### config.mk
export PLATFORM = sky130hd
export DESIGN_NAME = lives_rect_controller
export DESIGN_NICKNAME = d
export VERILOG_FILES = /design/src/rtl/lives_rect_controller.sv
export SDC_FILE = /design/constraint.sdc
export NUM_CORES = 1
export LEC_CHECK = 0
export BUFFER_PORTS_ARGS = -buffer_cell sky130_fd_sc_hd__buf_2
export CAP_MARGIN = 20
export CORE_ASPECT_RATIO = 0.6
export CORE_MARGIN = 4
export CORE_UTILIZATION = 50
export DETAILED_ROUTE_END_ITERATION = 12
export PLACE_DENSITY = 0.76
export SYNTH_ARGS = -nofsm -noshare
export SYNTH_HDL_FRONTEND = slang
export SYNTH_SLANG_ARGS = --single-unit
### constraint.sdc
create_clock -name clk -period 3.4 [get_ports clk]
set_clock_uncertainty 0.15 [all_clocks]
set_input_delay 0.68 -clock clk [delete_from_list [all_inputs] [get_ports clk]]
set_output_delay 0.68 -clock clk [all_outputs]
set_load 0.03 [all_outputs]
### src/rtl/lives_rect_controller.sv
// lives_rect_controller
//   Coordinate front end for the lives (hearts) bitmap plus the player lives
//   state machine.  The raster position is converted into a registered
//   draw-enable and bitmap-relative offsets; lost hearts and the blink phase
//   of the invulnerability window are hidden by masking the draw-enable.
//
// Ports
//   clk             system clock
//   resetN          synchronous reset, active-high despite the name
//   startOfFrame    one-cycle pulse per video frame
//   pixelX/pixelY   current raster position (11 bits each)
//   hit             one-cycle pulse: player was hit
//   addLife         one-cycle pulse: bonus life
//   offsetX/offsetY registered position relative to the row's top-left corner
//                   (0 when outside the row)
//   InsideRectangle registered, masked draw-enable for the bitmap
//   lives           remaining lives, 0..MAX_LIVES
//   invulnerable    high while in the invulnerability window
//   gameOver        high once lives reach zero, until reset
module lives_rect_controller #(
  parameter int unsigned TOP_LEFT_X    = 16,
  parameter int unsigned TOP_LEFT_Y    = 8,
  parameter int unsigned HEART_W       = 20,
  parameter int unsigned HEART_H       = 16,
  parameter int unsigned MAX_LIVES     = 3,
  parameter int unsigned INVULN_FRAMES = 120,
  parameter int unsigned BLINK_PERIOD  = 8
) (
  input  logic        clk,
  input  logic        resetN,
  input  logic        startOfFrame,
  input  logic [10:0] pixelX,
  input  logic [10:0] pixelY,
  input  logic        hit,
  input  logic        addLife,
  output logic [10:0] offsetX,
  output logic [10:0] offsetY,
  output logic        InsideRectangle,
  output logic [1:0]  lives,
  output logic        invulnerable,
  output logic        gameOver
);

  localparam int unsigned INV_W = (INVULN_FRAMES > 1) ? $clog2(INVULN_FRAMES + 1) : 1;
  localparam int unsigned BLK_W = (BLINK_PERIOD > 1) ? $clog2(BLINK_PERIOD) : 1;

  localparam logic [10:0]      X_LO       = 11'(TOP_LEFT_X);
  localparam logic [10:0]      X_HI       = 11'(TOP_LEFT_X + HEART_W * MAX_LIVES - 1);
  localparam logic [10:0]      Y_LO       = 11'(TOP_LEFT_Y);
  localparam logic [10:0]      Y_HI       = 11'(TOP_LEFT_Y + HEART_H - 1);
  localparam logic [10:0]      HEART_W_11 = 11'(HEART_W);
  localparam logic [1:0]       MAX_L      = 2'(MAX_LIVES);
  localparam logic [INV_W-1:0] INV_LOAD   = INV_W'(INVULN_FRAMES);
  localparam logic [INV_W-1:0] INV_ONE    = INV_W'(1);
  localparam logic [BLK_W-1:0] BLINK_LAST = BLK_W'(BLINK_PERIOD - 1);

  typedef enum logic [1:0] {
    ST_ALIVE,
    ST_INVULN,
    ST_DEAD
  } state_t;

  state_t           state_q, state_d;
  logic [1:0]       lives_q, lives_d;
  logic [INV_W-1:0] invuln_cnt_q, invuln_cnt_d;
  logic [BLK_W-1:0] blink_cnt_q, blink_cnt_d;
  logic             blink_hide_q, blink_hide_d;
  logic             invulnerable_q, invulnerable_d;
  logic             game_over_q, game_over_d;

  logic [10:0]      offset_x_q, offset_x_d;
  logic [10:0]      offset_y_q, offset_y_d;
  logic             inside_q, inside_d;

  // Geometry and mask
  logic        in_x, in_y, in_rect;
  logic [10:0] rel_x, rel_y;
  logic [10:0] live_span;
  logic        can_add;

  always_comb begin
    in_x    = (pixelX >= X_LO) && (pixelX <= X_HI);
    in_y    = (pixelY >= Y_LO) && (pixelY <= Y_HI);
    in_rect = in_x && in_y;
    rel_x   = pixelX - X_LO;
    rel_y   = pixelY - Y_LO;
    // Span covered by remaining hearts; constant multiply keeps this divider-free.
    live_span  = 11'(lives_q) * HEART_W_11;
    // Offsets only propagate while inside the row, so the wrapped
    // subtraction results outside it never reach the outputs.
    offset_x_d = in_rect ? rel_x : '0;
    offset_y_d = in_rect ? rel_y : '0;
    inside_d   = in_rect && (rel_x < live_span) && !blink_hide_q;
  end

  // Lives / invulnerability state machine
  always_comb begin
    state_d      = state_q;
    lives_d      = lives_q;
    invuln_cnt_d = invuln_cnt_q;
    blink_cnt_d  = blink_cnt_q;
    blink_hide_d = blink_hide_q;
    can_add      = addLife && (lives_q < MAX_L);

    unique case (state_q)
      ST_ALIVE: begin
        // hit takes priority; a simultaneous addLife is dropped.
        if (hit) begin
          if (lives_q > 2'd1) begin
            lives_d      = lives_q - 2'd1;
            state_d      = ST_INVULN;
            invuln_cnt_d = INV_LOAD;
            blink_cnt_d  = '0;
            blink_hide_d = 1'b1;
          end else begin
            lives_d = '0;
            state_d = ST_DEAD;
          end
        end else if (can_add) begin
          lives_d = lives_q + 2'd1;
        end
      end

      ST_INVULN: begin
        // hit is ignored here; addLife is independent of the frame counters.
        if (can_add) begin
          lives_d = lives_q + 2'd1;
        end
        if (startOfFrame) begin
          if (invuln_cnt_q <= INV_ONE) begin
            state_d      = ST_ALIVE;
            invuln_cnt_d = '0;
            blink_cnt_d  = '0;
            blink_hide_d = 1'b0;
          end else begin
            invuln_cnt_d = invuln_cnt_q - INV_ONE;
            if (blink_cnt_q == BLINK_LAST) begin
              blink_cnt_d  = '0;
              blink_hide_d = ~blink_hide_q;
            end else begin
              blink_cnt_d = blink_cnt_q + BLK_W'(1);
            end
          end
        end
      end

      ST_DEAD: begin
        // Terminal until reset.
      end

      default: begin
        state_d = ST_ALIVE;
      end
    endcase

    // Status flags are registered from the next state so they change on the
    // same edge as the state itself.
    invulnerable_d = (state_d == ST_INVULN);
    game_over_d    = (state_d == ST_DEAD);
  end

  always_ff @(posedge clk) begin
    if (resetN) begin
      state_q        <= ST_ALIVE;
      lives_q        <= MAX_L;
      invuln_cnt_q   <= '0;
      blink_cnt_q    <= '0;
      blink_hide_q   <= 1'b0;
      invulnerable_q <= 1'b0;
      game_over_q    <= 1'b0;
      offset_x_q     <= '0;
      offset_y_q     <= '0;
      inside_q       <= 1'b0;
    end else begin
      state_q        <= state_d;
      lives_q        <= lives_d;
      invuln_cnt_q   <= invuln_cnt_d;
      blink_cnt_q    <= blink_cnt_d;
      blink_hide_q   <= blink_hide_d;
      invulnerable_q <= invulnerable_d;
      game_over_q    <= game_over_d;
      offset_x_q     <= offset_x_d;
      offset_y_q     <= offset_y_d;
      inside_q       <= inside_d;
    end
  end

  assign offsetX         = offset_x_q;
  assign offsetY         = offset_y_q;
  assign InsideRectangle = inside_q;
  assign lives           = lives_q;
  assign invulnerable    = invulnerable_q;
  assign gameOver        = game_over_q;

endmodule

---- Word level (Yosys, flattened, before mapping) ----
Index checks and enable logic that the tools add are counted.
cells by class
  multiply operators ...................... 1
  eq/ne operators ......................... 9
  magnitude comparators ................... 8
  $add $sub $neg .......................... 6
  reductions and logical operators ........ 12
  multiplexer cells ....................... 26
  bitwise gates (word level) .............. 2
operator list
  cell                                                                               count
  7-bit 2-to-1 mux                                                                   4
  3-bit 2-to-1 mux                                                                   5
  2-bit 2-to-1 mux                                                                   7
  7-bit one-hot mux with 2 select lines                                              1
  11-bit by 4-bit >= comparator with 1-bit output, second input constant             1
  11-bit by 5-bit >= comparator with 1-bit output, second input constant             1
  11-bit by 5-bit less-or-equal comparator with 1-bit output, second input constant  1
  11-bit by 7-bit less-or-equal comparator with 1-bit output, second input constant  1
  11-bit by 7-bit less-than comparator with 1-bit output                             1
  11-bit by 4-bit subtractor with 11-bit output, second input constant               1
  11-bit by 5-bit subtractor with 11-bit output, second input constant               1
  7-bit by 1-bit less-or-equal comparator with 1-bit output, second input constant   1
  7-bit by 1-bit subtractor with 7-bit output, second input constant                 1
  1-bit logical AND                                                                  6
  2-bit inequality test, second input constant                                       3
  2-bit one-hot mux with 3 select lines                                              1
  3-bit one-hot mux with 2 select lines                                              1
  2-bit by 3-bit multiplier with 5-bit output, second input constant                 1
  1-bit 2-to-1 mux                                                                   5
  5-bit AND reduction                                                                1
  2-bit by 1-bit == test with 1-bit output, second input constant                    2
  2-bit == test, second input constant                                               2
  2-bit one-hot mux with 2 select lines                                              1
  4-bit AND reduction                                                                1
  13 further kinds                                                                   14
storage, ports and cells
  bits in registers ....................... 40
  logic and storage cells ................. 74
  output and inout port bits .............. 27

---- Logic depth before layout (Yosys ltp) ----
  depth in word-level cells ............... 5
  depth in mapped cells ................... 7
  mapped depth without buffers ............ 7

---- Worst setup path before layout ----
No wires, ideal clock.
  path kind ............................... input-to-reg
  from .................................... in pixelX[5]
  to ...................................... reg offset_x_q[7], in the netlist offsetX[7]
  buffers on the path ..................... 1
  stages .................................. 7
  setup slack ............................. 1233 ps
  required time ........................... 3171 ps
  data arrival time ....................... 1937 ps
  setup time .............................. 79 ps
  path through ............................ inv_1 > ha_1 > or4b_1 > o21ai_2 > nand4_4 > buf_6 > nor3_1
on the way
  cells in the longest elaborated chain, start to end .. 5
  elaborated cells on any way between the ends .. 7
  those cells by class .................... 1 x add/sub; 2 x order compare; 1 x bitwise; 3 x reduce/logical
ends and longest elaborated chain
  element                                                                                                                               line  source
  start, declared                                                                                                                       32    input logic [10:0] pixelX,
  11-bit by 5-bit >= comparator with 1-bit output / 11-bit by 7-bit less-or-equal comparator with 1-bit output (equally long branches)  82    in_x = (pixelX >= X_LO) && (pixelX <= X_HI);
  1-bit logical AND                                                                                                                     82
  1-bit logical AND                                                                                                                     84    in_rect = in_x && in_y;
  1-bit NOT (no line)                                                                                                                   n/a
  2-bit OR reduction (no line)                                                                                                          n/a
  end signal, assigned                                                                                                                  182   offset_x_q <= offset_x_d;
  end, declared                                                                                                                         71    logic [10:0] offset_x_q, offset_x_d;
Several ways; a longest one is shown, not always the timed one.
A chain may end at the register's enable or synchronous reset.

---- Final worst setup path ----
  from .................................... in pixelY[5]
  to ...................................... reg offset_x_q[6], in the netlist offsetX[6]
on the way
  cells in the longest elaborated chain, start to end .. 5
  elaborated cells on any way between the ends .. 6
  those cells by class .................... 2 x order compare; 1 x bitwise; 3 x reduce/logical
ends and longest elaborated chain
  element                                                                                                                               line  source
  start, declared                                                                                                                       33    input logic [10:0] pixelY,
  11-bit by 4-bit >= comparator with 1-bit output / 11-bit by 5-bit less-or-equal comparator with 1-bit output (equally long branches)  83    in_y = (pixelY >= Y_LO) && (pixelY <= Y_HI);
  1-bit logical AND (*)                                                                                                                 83
  1-bit logical AND (*)                                                                                                                 84
  1-bit NOT (no line) (*)                                                                                                               n/a
  2-bit OR reduction (no line) (*)                                                                                                      n/a
Mark *: on every way between the ends. The rest lies on a longest branch, timed or not.

==> flow_summary.yaml <==
yosys:
  synth_top_flop_cell: "dfxtp_1"
  synth_warnings: 0
  synth_cell_types: 45
  synth_async_sr_flop_share: 0
  netlist_area_um2: 2050
  yosysSeqAreaShare: 0.390
  ys_seq_elements: 40
  synthesis.nets: 268
  syn_inst: 225
  synth_edf_count: 0
  synth_area_per_cell_um2: 9.13
place:
  dp_hpwl_mm: 3.38
  routabilityCongestion: 0.844
  portBuffers: 53
clock_tree:
  cts-resized-gates: 0
  postCtsSetupBuffers: 0
  cts_root_buf: "clkbuf_8"
  worstSkewPairLatency_ns: 0.29
  path_clk_slew_ns: 0.08
  h-tree-depth: 2
  clk_path_buf_depth: 2
  cts_tree: "done"
  numCtsBuffers: 5
  cts_sinks: 40
  ctsHoldBuffers: 0
floorplanning:
  io_pins: 54
  rows: 17
  chipHeight_um: 57.6
  die_w_um: 90.7
  coreArea_um2: 3810
  start_util: 0.539
  die-area_um2: 5230
layout:
  antenna_cells: 0
  utilization: 0.646
  final_common_cell: "buf_2"
  fin_nets: 321
  drive_above_1_share: 0.301
  mostFrequentLayoutCells: "53 x buf_2, 40 x dfxtp_1, 19 x inv_1"
  area_growth_pct: 19.7
  n_fill_cell: 320
global_route:
  grt_pass1_vias: 1582
  grt_pass1_wl_mm: 7.48
  grt_usage: 0.178
  grt_max_degree: 24
  grt_overflow_total: 0
  antenna_found_initial: 0
timing:
  hold_violations: 0
  fmax_mhz: 430
  whs_ns: 0.310
  rsz0062_at_grt: "no"
  finalCritPeriodShare: 0.684
  period_minus_slack_ns: 2.33
  maxSlewHeadroom: 0.632
  fin_setup_tns_ns: 0
  slew_viol_final: 0
  finalSetupViolations: 0
  worstMarginPinSlew_ns: 0.547
power_and_ir_drop:
  internal_power_mw: 0.883
  p_sw_mw: 0.470
  vdd_drop_max_uv: 317
  p_per_area_nw_per_um2: 550
  pwr-share-comb: 0.297
  leakage_nw: 1.07
  seq_power_share: 0.418
  p_clk_frac: 0.285
  swShare: 0.348
worst_setup_path:
  slowest_stage: "nor4_1"
  startpoint: "pixelY[5]"
  cpPeakStageDelay_ns: 0.52
  startpoint_type: "input pin"
  crit_type: "input pin to register"
  cp_cell_sequence: "buf_2, nor4_1, and4b_1, nand4_4, nor3b_1"
  arrival_ns: 2.38
  worstReg2RegStart: "lives[1]$_SDFFE_PP1P_"
  end_kind: "register"
  cp.required_ns: 3.46
  worstPathMaxFanout: 23
flow_run:
  maxCapViolations: 0
route:
  drtAntennaViolNets: 0
  drc: 0
  via_per_inst: 5.40
  wl_per_cell_um: 13.8
  vias: 1761
  firstDrtPassIters: 4
  drtIter0Drc: 60
  wl_mm: 4.49
run_status:
  outcome: "complete, no violations"
min_path:
  hold_class: "register to register"
  hold_start: "blink_cnt_q[1]$_SDFFE_PP0P_"
[sequential cells by signal (all words and copies together), names as in the netlist]
signal	cells
offsetX	11
blink_cnt_q	3
blink_hide_q	1
invuln_cnt_q	7
offsetY	11
gameOver	1
state_q	2
InsideRectangle	1
lives	2
invulnerable	1
[per-stage QoR]
step	total power, mW	instances	setup WS, ns	cell area [µm²]
2_1_floorplan	0.863	225	1.23	2050
3_3_place_gp	0.965	318	0.847	2350
3_5_place_dp	0.971	318	0.789	2350
4_1_cts	1.36	326	1.08	2460
5_1_grt	1.44	326	0.873	2460
6_report	1.35	326	1.07	2460
[cells in the mapped netlist, types with 2 or more instances]
library cell  instances  area (µm²)
nand2_1              12        45.0
dfxtp_1              40         801
xnor2_1               4        35.0
a211oi_1              3        22.5
nor4_1                5        31.3
a31oi_1               2        12.5
a21oi_1              14        70.1
buf_6                 2        22.5
nor2b_1               3        18.8
or4b_1                2        20.0
inv_1                19        71.3
nand2b_1              4        25.0
nor2_1               10        37.5
nand3_1               8        40.0
o21ai_1               5        25.0
nand4_1               7        43.8
o21ai_0               3        15.0
nor3_2               16         160
nor3b_1               3        22.5
clkbuf_1              7        26.3
o21ai_2               2        17.5
ha_1                 16         200
nor3_1               13        65.1
xor2_1                4        35.0
[layout make-up]
cell class	count	area (µm²)	area share
clock inverters	3	42.5	0.0173
well taps	47	58.8	0.0239
multi-input cells	157	1140	0.462
clock buffers	5	68.8	0.0280
inverters	19	71.3	0.0290
flip-flops and latches	40	801	0.326
repair buffers	55	280	0.114
[critical path: cells and delay by family]
| kind | cells | cell delay, ns |
|---|---|---|
| AND/OR/NAND/NOR | 4 | 1.59 |
| buffers and inverters | 1 | 0.12 |
[per-layer routing]
| layer | part of all wire | up-vias | wire (µm) | GRT usage |
|---|---|---|---|---|
| li1 | - | 908 | - | - |
| met1 | 0.53 | 787 | 2390 | 0.270 |
| met2 | 0.39 | 62 | 1750 | 0.232 |
| met3 | 0.072 | 4 | 321 | 0.0610 |
| met4 | 0.0074 | 0 | 33 | 0.0566 |
| met5 | 0 | - | 0 | 0 |
[worst paths after layout]
| check | end | slack [ns] | cells after the start |
|---|---|---|---|
| min | blink_cnt_q[1]$_SDFFE_PP0P_ | 0.31 | 2 |
| max reg2reg | invuln_cnt_q[4]$_SDFFE_PP0P_ | 1.20 | 6 |
| max | offsetX[6]$_SDFF_PP0_ | 1.07 | 5 |
| min reg2reg | blink_cnt_q[1]$_SDFFE_PP0P_ | 0.31 | 2 |
[power groups by stage]
stage	registers [mW]	clock network (mW)	logic, mW
2_1_floorplan	0.582	0	0.281
3_3_place_gp	0.574	0	0.392
3_5_place_dp	0.575	0	0.396
4_1_cts	0.565	0.394	0.400
5_1_grt	0.573	0.419	0.448
6_report	0.565	0.386	0.402
[kinds of logic after synthesis]
logic type,after synthesis,share of synthesized area
simple gates,91,0.287
xor+xnor,8,0.0341
mux,1,0.00488
compound gates,41,0.128
buf+inv,28,0.0585
fa+ha+maj,16,0.0975
flops,40,0.390
Note: power is estimated with default switching activity, not from simulation.
